$ cat config.mk
export PLATFORM = sky130hd
export DESIGN_NAME = regfile_sb
export DESIGN_NICKNAME = d
export VERILOG_FILES = /design/src/rtl/regfile_pkg.sv /design/src/rtl/regfile_scoreboard.sv /design/src/rtl/regfile_sb.sv
export SDC_FILE = /design/constraint.sdc
export NUM_CORES = 2
export LEC_CHECK = 0
export CORE_AREA = 2 2 330 397
export CTS_BUF_LIST = sky130_fd_sc_hd__clkbuf_16
export DETAILED_ROUTE_END_ITERATION = 10
export DIE_AREA = 0 0 332 399
export PLACE_DENSITY = 0.64
export SYNTH_ARGS = -nofsm -noshare
export SYNTH_HDL_FRONTEND = slang
export SYNTH_SLANG_ARGS = --single-unit
$ cat constraint.sdc
create_clock -name clk -period 3.1 [get_ports clk]
set_input_delay 0.62 -clock clk [delete_from_list [all_inputs] [get_ports clk]]
set_output_delay 0.62 -clock clk [all_outputs]
set_load 0.005 [all_outputs]
$ cat src/rtl/regfile_pkg.sv
// rtl/regfile_pkg.sv - shared defaults and helpers for the register file with scoreboard
// Purpose: default widths, maximum read-port count and a byte-lane count helper.
// Ports: none (package).
package regfile_pkg;

    localparam int DEF_DATA_W = 32;
    localparam int DEF_ADDR_W = 5;
    localparam int MAX_RD     = 4;

    // Number of byte lanes in a data word; DATA_W is a multiple of 8.
    function automatic int byte_count(input int data_w);
        return data_w / 8;
    endfunction

endpackage

$ cat src/rtl/regfile_scoreboard.sv
// rtl/regfile_scoreboard.sv - per-register pending bits with alloc/clear/flush priority
// Purpose: tracks which registers await writeback.
// Ports:
//   clk, reset_n          clock, asynchronous active-low reset
//   alloc_en, alloc_addr  set pending for a newly issued destination
//   clr_en, clr_addr      writeback clears pending for its register
//   flush                 clears every pending bit
//   rd_addr               packed read indices, port k at [k*ADDR_W +: ADDR_W]
//   rd_pend               stored pending bit per read port
//   any_pend              OR of all pending bits
module regfile_scoreboard
    import regfile_pkg::*;
#(
    parameter int ADDR_W   = DEF_ADDR_W,
    parameter int NUM_RD   = 2,
    parameter int ZERO_REG = 1
) (
    input  logic                     clk,
    input  logic                     reset_n,
    input  logic                     alloc_en,
    input  logic [ADDR_W-1:0]        alloc_addr,
    input  logic                     clr_en,
    input  logic [ADDR_W-1:0]        clr_addr,
    input  logic                     flush,
    input  logic [NUM_RD*ADDR_W-1:0] rd_addr,
    output logic [NUM_RD-1:0]        rd_pend,
    output logic                     any_pend
);

    localparam int DEPTH = 1 << ADDR_W;

    logic [DEPTH-1:0] pend;
    logic [DEPTH-1:0] pend_nxt;
    logic             alloc_ok;

    // Register 0 is never made pending, so its lookup is always 0.
    assign alloc_ok = alloc_en && !((ZERO_REG != 0) && (alloc_addr == '0));

    // Flush beats the writeback clear; a same-edge allocate is applied last
    // so the newest producer always wins.
    always_comb begin
        pend_nxt = pend;
        if (flush) begin
            pend_nxt = '0;
        end else if (clr_en) begin
            pend_nxt[clr_addr] = 1'b0;
        end
        if (alloc_ok) begin
            pend_nxt[alloc_addr] = 1'b1;
        end
    end

    always_ff @(posedge clk or negedge reset_n) begin
        if (!reset_n) begin
            pend <= '0;
        end else begin
            pend <= pend_nxt;
        end
    end

    assign any_pend = |pend;

    for (genvar k = 0; k < NUM_RD; k++) begin : g_look
        assign rd_pend[k] = pend[rd_addr[k*ADDR_W +: ADDR_W]];
    end

endmodule

$ cat src/rtl/regfile_sb.sv
// rtl/regfile_sb.sv - multi-read-port register file with scoreboard and write-through bypass
// Purpose: register storage for the pipelined core; decode reads and allocates,
//          writeback writes with byte enables and clears pending state.
// Ports:
//   clk, reset_n          clock, asynchronous active-low reset
//   rd_addr / rd_data     packed read indices / combinational read data per port
//   rd_pend               per-port pending flag, after bypass
//   alloc_en, alloc_addr  mark destination pending
//   wr_en, wr_addr, wr_be, wr_data   byte-enabled writeback
//   flush                 clear all pending bits
//   any_pend              OR of all pending bits
module regfile_sb
    import regfile_pkg::*;
#(
    parameter int DATA_W   = DEF_DATA_W,
    parameter int ADDR_W   = DEF_ADDR_W,
    parameter int NUM_RD   = 2,
    parameter int ZERO_REG = 1,
    parameter int BYPASS   = 1
) (
    input  logic                     clk,
    input  logic                     reset_n,
    input  logic [NUM_RD*ADDR_W-1:0] rd_addr,
    output logic [NUM_RD*DATA_W-1:0] rd_data,
    output logic [NUM_RD-1:0]        rd_pend,
    input  logic                     alloc_en,
    input  logic [ADDR_W-1:0]        alloc_addr,
    input  logic                     wr_en,
    input  logic [ADDR_W-1:0]        wr_addr,
    input  logic [DATA_W/8-1:0]      wr_be,
    input  logic [DATA_W-1:0]        wr_data,
    input  logic                     flush,
    output logic                     any_pend
);

    localparam int DEPTH  = 1 << ADDR_W;
    localparam int NBYTES = byte_count(DATA_W);

    logic [DATA_W-1:0] regs [DEPTH];
    logic [NUM_RD-1:0] sb_pend;
    logic              wr_ok;

    // Writes to the hardwired-zero register are dropped entirely.
    assign wr_ok = wr_en && !((ZERO_REG != 0) && (wr_addr == '0));

    always_ff @(posedge clk or negedge reset_n) begin
        if (!reset_n) begin
            for (int i = 0; i < DEPTH; i++) begin
                regs[i] <= '0;
            end
        end else if (wr_ok) begin
            for (int b = 0; b < NBYTES; b++) begin
                if (wr_be[b]) begin
                    regs[wr_addr][b*8 +: 8] <= wr_data[b*8 +: 8];
                end
            end
        end
    end

    regfile_scoreboard #(
        .ADDR_W   (ADDR_W),
        .NUM_RD   (NUM_RD),
        .ZERO_REG (ZERO_REG)
    ) u_sb (
        .clk        (clk),
        .reset_n    (reset_n),
        .alloc_en   (alloc_en),
        .alloc_addr (alloc_addr),
        .clr_en     (wr_en),
        .clr_addr   (wr_addr),
        .flush      (flush),
        .rd_addr    (rd_addr),
        .rd_pend    (sb_pend),
        .any_pend   (any_pend)
    );

    for (genvar k = 0; k < NUM_RD; k++) begin : g_rd
        logic [ADDR_W-1:0] ra;
        logic              is_zero;
        logic              hit;
        logic              alloc_hit;
        logic [DATA_W-1:0] val;

        assign ra        = rd_addr[k*ADDR_W +: ADDR_W];
        assign is_zero   = (ZERO_REG != 0) && (ra == '0);
        // Reset gates the bypass so outputs read 0 while reset_n is low;
        // wr_ok already excludes register 0.
        assign hit       = (BYPASS != 0) && reset_n && wr_ok && (wr_addr == ra);
        assign alloc_hit = alloc_en && (alloc_addr == ra);

        always_comb begin
            val = is_zero ? '0 : regs[ra];
            if (hit) begin
                for (int b = 0; b < NBYTES; b++) begin
                    if (wr_be[b]) begin
                        val[b*8 +: 8] = wr_data[b*8 +: 8];
                    end
                end
            end
        end

        assign rd_data[k*DATA_W +: DATA_W] = val;
        // A forwarded writeback is no longer pending unless a new producer
        // is allocated to the same register on the same edge.
        assign rd_pend[k] = hit ? alloc_hit : sb_pend[k];
    end

endmodule

# [Yosys cells after proc, flatten, opt, wreduce, memory -nomap -nowiden]
# Index checks and enable logic that the tools add are counted.
[word_totals] regBits=1056 inputBits=61 out_inout_bits=67
[classes] n_lt_le_gt_ge=10 eq_ne=4 mux=50 bitwise_logic=6 reduce_logical=17
[op_table] operator="2-to-1 mux 1024 bit" n=7
[op_table] operator="bitwise mux 1024 bit" n=4
[op_table] operator="demux 32 bit (select 5 bit)" n=4
[op_table] operator="2-to-1 mux 32 bit" n=12
[op_table] operator="binary-select mux 32 bit (select 5 bit)" n=2
[op_table] operator="2-to-1 mux 8 bit" n=9
[op_table] operator="bitwise AND 32 bit" n=1
[op_table] operator="inverter 32 bit" n=1
[op_table] operator="OR 32 bit" n=1
[op_table] operator="OR reduction 32 bit" n=1
[op_table] operator="less-than comparator 5 x 6 -> 1 bit (second input constant)" n=4
[op_table] operator="2-to-1 mux 24 bit" n=1
[op_table] operator="equality test 5 bit" n=4
[op_table] operator="zero test 5 bit" n=4
[op_table] operator="greater-or-equal comparator 6 bit (second input constant)" n=3
[op_table] operator="inverter 5 -> 6 bit" n=3
[op_table] operator="2-to-1 mux 16 bit" n=1
[op_table] operator="binary-select mux 1 bit (select 5 bit)" n=2
[op_table] operator="demux 1 bit (select 5 bit)" n=2
[op_table] operator="greater-or-equal comparator 5 x 1 -> 1 bit (second input constant)" n=2
[op_table] operator="logical AND 1 bit" n=10
[op_table] operator="less-than comparator 6 x 1 -> 1 bit (second input constant)" n=1
[op_table] operator="2-to-1 mux 1 bit" n=6
[op_table] operator="zero test 1 bit" n=2

# [Depth between registers and ports, before layout]
[depth] depth_word=16 ltp_mapped=10 depth_no_buf=5

# [By module]
# A second synthesis with hierarchy kept.
[hier_totals] hier_cells=4135 area_unflattened_um2=58323.4
[by_module_without_submodules] mod="regfile_sb" instances=1 cells_each=3881 area_per_inst_um2=56077.5 seq_area_each_um2=25624.6
[by_module_without_submodules] mod="regfile_scoreboard" instances=1 cells_each=254 area_per_inst_um2=2245.9 seq_area_each_um2=800.8

# [Least setup slack after synthesis]
# Ideal clock, no wire load.
[synth_path] kind="input-to-output" start="input rd_addr[5]" end="output rd_data[47]" arrival_time_ps=2393 required_time_ps=2480 slack_ps=87 stages=8 path_cell_list="buf_4 buf_6 buf_6 buf_2 mux4_2 a22oi_1 nand3_1 a32o_1"
[synth_via] elab_chain_cells=7 word_cells_on_any_way=10 cone_classes="eq/ne (1); mux (6); bitwise (1); reduce/logical (2)"
[synth_rtl] element="start, declared" line_no="regfile_sb.sv:23" source="input logic [NUM_RD*ADDR_W-1:0] rd_addr,"
[synth_rtl] element="inverter 5 -> 6 bit (implied by the code)" line_no="regfile_sb.sv:92" source="val = is_zero ? '0 : regs[ra];"
[synth_rtl] element="binary-select mux 32 bit (select 5 bit)" line_no="regfile_sb.sv:92"
[synth_rtl] element="2-to-1 mux 32 bit (implied by the code) (2 in series)" line_no="regfile_sb.sv:92"
[synth_rtl] element="2-to-1 mux 32 bit" line_no="regfile_sb.sv:92"
[synth_rtl] element="2-to-1 mux 8 bit" line_no="regfile_sb.sv:95" source="if (wr_be[b]) begin"
[synth_rtl] element="2-to-1 mux 32 bit *" line_no="regfile_sb.sv:93" source="if (hit) begin"
[synth_rtl] element="end, declared" line_no="regfile_sb.sv:24" source="output logic [NUM_RD*DATA_W-1:0] rd_data,"
# Mark *: on every way between the ends. The rest lies on a longest branch, timed or not. The select of a mux whose other input is x is not followed.

# [Final worst setup path]
[layout_path] start="register regs[564] in the netlist's numbering" end="output rd_data[20]"
[layout_via] elab_chain_cells=6
[layout_rtl] element="start, declared" line_no="regfile_sb.sv:39" source="logic [DATA_W-1:0] regs [DEPTH];"
[layout_rtl] element="start signal, assigned by index" line_no="regfile_sb.sv:54" source="regs[wr_addr][b*8 +: 8] <= wr_data[b*8 +: 8];"
[layout_rtl] element="binary-select mux 32 bit (select 5 bit) *" line_no="regfile_sb.sv:92"
[layout_rtl] element="2-to-1 mux 32 bit (implied by the code) * (2 in series)" line_no="regfile_sb.sv:92"
[layout_rtl] element="2-to-1 mux 32 bit *" line_no="regfile_sb.sv:92"
[layout_rtl] element="2-to-1 mux 8 bit" line_no="regfile_sb.sv:95"
[layout_rtl] element="2-to-1 mux 32 bit *" line_no="regfile_sb.sv:93"
# Marks and branches as above.

==> run metrics <==
Worst Setup Start Kind=flop; Rel. slew slack=23.28%; top cell type's share of synthesized area=45.92%; maxcap violations=0; H-Tree Depth=3; Antenna Nets Post-Route=0; Final Net Count=4859; worst path arrival time=2870 ps; vias=42330; die height=399 um; WL final=208600 um; power density cells=511.1 nW/um^2; clock latency on the worst-skew pair=770 ps; fin. max-slew vios=0; number of synthesized flops with an enable pin=0; synth unique cells=60; Placed Cells=6050; vias per inst=6.435; Critical path buffers and inverters=1; fin util=58.86%; DR iter-0 viols=3794; top cells by area, synth=dfrtp_1, mux4_2, mux2_2; largest net degree at the start of global routing=127; data required time of the worst path=2480 ps; Hold/Removal Path Class=in -> async; GP Congestion=0.9754; mapped cell area=57550 um^2; Die Area=132500 um^2; status=finished, violations left; synthesis-stage register bit count=1056; Critical Path Max Stage Delay=590 ps; drc violations=0; Worst Skew=0 ps; Main synth FF type=dfrtp_1; CTS tree=built; DR pass1 iterations=5; r2r setup slk=2070 ps; row cnt=144; DR WL/cell=31.71 um; crit-path cells=mux4_2, mux4_2, or2_1, a32o_1, buf_2; GRT Residual Overflow=0; Max Clock Freq=0.2865 GHz; Setup Viol. Count Final=60; maximum fanout along the worst path=3; Synth area leader=dfrtp_1; minimum clock period=3490 ps; Post-DP HPWL=139900 um; Ports=128; critical path's top delay family=multiplexers; sequential share of the synthesized area=45.92%; hold_buf cts=0; clk sinks=1056; unrepaired setup endpoints after global routing=yes; Crit. End Element=output pin; Syn Nets=3967; failing checks=negative setup slack; Leak=33.56 nW; IO Port Bufs=127; Final Hold Viols=0; final cell count without fillers=6577; Slowest-stage cell, CP=mux4_2; worst vdd ir=0.5738 mV; die width=332 um; Cells after Synth=3906; Syn Area/Cell=14.73 um^2; Core Area=128300 um^2; fraction of registers with async set or reset after synthesis=100.0%; dpl ws=-1608 ps; Crit Path Class=reg -> out; total CTS buffers=114; synthesis-to-finish area growth=31.22%; GRT Overall Usage=31.04%; initial antenna violation count=7; critical path's most frequent cell=mux4_2; first-pass GRT wire length=301200 um; vias in the first global route=43290; share of cells above drive strength 1=63.92%; root buffer cell=clkbuf_16; Syn. warnings=0; initial core utilization=44.86%; Reg clk slew, reported paths=60 ps; Bufs on Longest Clock Path=3; worst setup margin=-390.1 ps; Tightest Pin Transition=1147 ps; share of the clock period used by the worst path=112.6%
## synthesized netlist by cell type, types with 9 or more instances
cell      number
a211oi_1      17
a21oi_1       40
a22o_1        13
a22oi_1       22
a31oi_1       14
a32o_1        68
buf_1         19
buf_2         94
buf_4         38
buf_6         15
clkbuf_1     187
dfrtp_1     1056
inv_1         10
mux2_2      1024
mux2i_1       85
mux4_2       514
nand2_1       93
nand2b_1      18
nand3_1       65
nand3_2       12
nor2_1        73
nor2_2        79
nor2b_1       23
nor4_1        16
o211ai_1       9
o21ai_0       43
o22ai_1      115
or2_0         19
or2_2         10
xnor2_1       12
## layout make-up
cell class | count | area (um^2)
Sequential cell | 1056 | 26430
Antenna cell | 1 | 2.502
Inverter | 10 | 41.29
Clock buffer | 116 | 2903
Tap cell | 1679 | 2101
Clock inverter | 99 | 691.9
Fill cell | 9823 | 52770
Timing Repair Buffer | 1129 | 12290
Multi-Input combinational cell | 2487 | 31060
## where the power goes
group,switching [mW],total [mW],internal (mW)
logic,3.53,8.35,4.82
clock network,5.96,13.5,7.49
registers,1.28,16.8,15.5
## worst paths after layout
check / from / end / cells past startpoint
hold / removal: reset_n / regs[980] / 2
max in group asynchronous: reset_n / regs[619] / 4
hold reg to reg: regs[1005] / regs[1005] / 0
min in group clk: regs[1005] / regs[1005] / 0
setup / recovery: regs[564] / rd_data[20] / 5
setup reg to reg: regs[529] / regs[529] / 3
## worst register-to-register path: stages, from the launching register on
cell	delay (ps)
dfrtp_1	390
buf_4	140
buf_4	130
mux2_2	260
## sequential cells by signal, indices dropped and copies added (netlist names)
name       count
u_sb.pend     32
regs        1024
## layout by cell type, fill, tap and decap left out, drive strengths merged, types with 43 or more instances in the layout
cell type / synthesis / layout
buf: 166 / 1065
dfrtp: 1056 / 1056
mux2: 1025 / 1025
mux4: 514 / 514
nor2: 152 / 152
clkbuf: 187 / 132
o22ai: 115 / 115
nand2: 96 / 96
mux2i: 85 / 85
nand3: 77 / 77
a32o: 68 / 68
inv: 10 / 49
clkinv: 0 / 48
o21ai: 45 / 45
clkdlybuf4s50: 0 / 43
## repair_timing
action | 4_1_cts | 5_1_grt
resized for setup | 697 | 205
hold endpoints to repair | 0 | 0
gates cloned | 14 | 7
pin swaps | 164 | 135
setup endpoints to repair | 67 | 65
setup buffers | 217 | 114
## logic make-up (layout without fill, tap and decap cells)
family | Yosys count | in the layout | synth area share, %
buf+inv | 363 | 1354 | 3.016
flops | 1056 | 1056 | 45.92
other cells | 0 | 1 | 0
simple gates | 469 | 469 | 4.475
xor+xnor | 20 | 20 | 0.3044
compound gates | 374 | 374 | 4.635
mux | 1624 | 1624 | 41.65
## metrics by stage
stage | TNS [ps] | hold WS, ps | power [mW] | area (um^2)
2_1_floorplan | 0 | 324.4 | 21.15 | 57550
3_3_place_gp | -95840 | 376.7 | 23.90 | 66640
3_5_place_dp | -89150 | 383.3 | 24.14 | 66640
4_1_cts | -12680 | 11.01 | 38.27 | 73890
5_1_grt | -12570 | 55.56 | 39.89 | 75510
6_report | -10030 | 12.83 | 38.60 | 75510
## metal layers
metal,vias up,GRT usage (%),share of wire (%)
met5,-,0,0.025
met4,8,15.71,5.3
met3,530,7.061,8.9
met2,2143,49.49,47
met1,22550,40.08,38
li1,17090,-,-
Note: power is estimated with default switching activity, not from simulation.
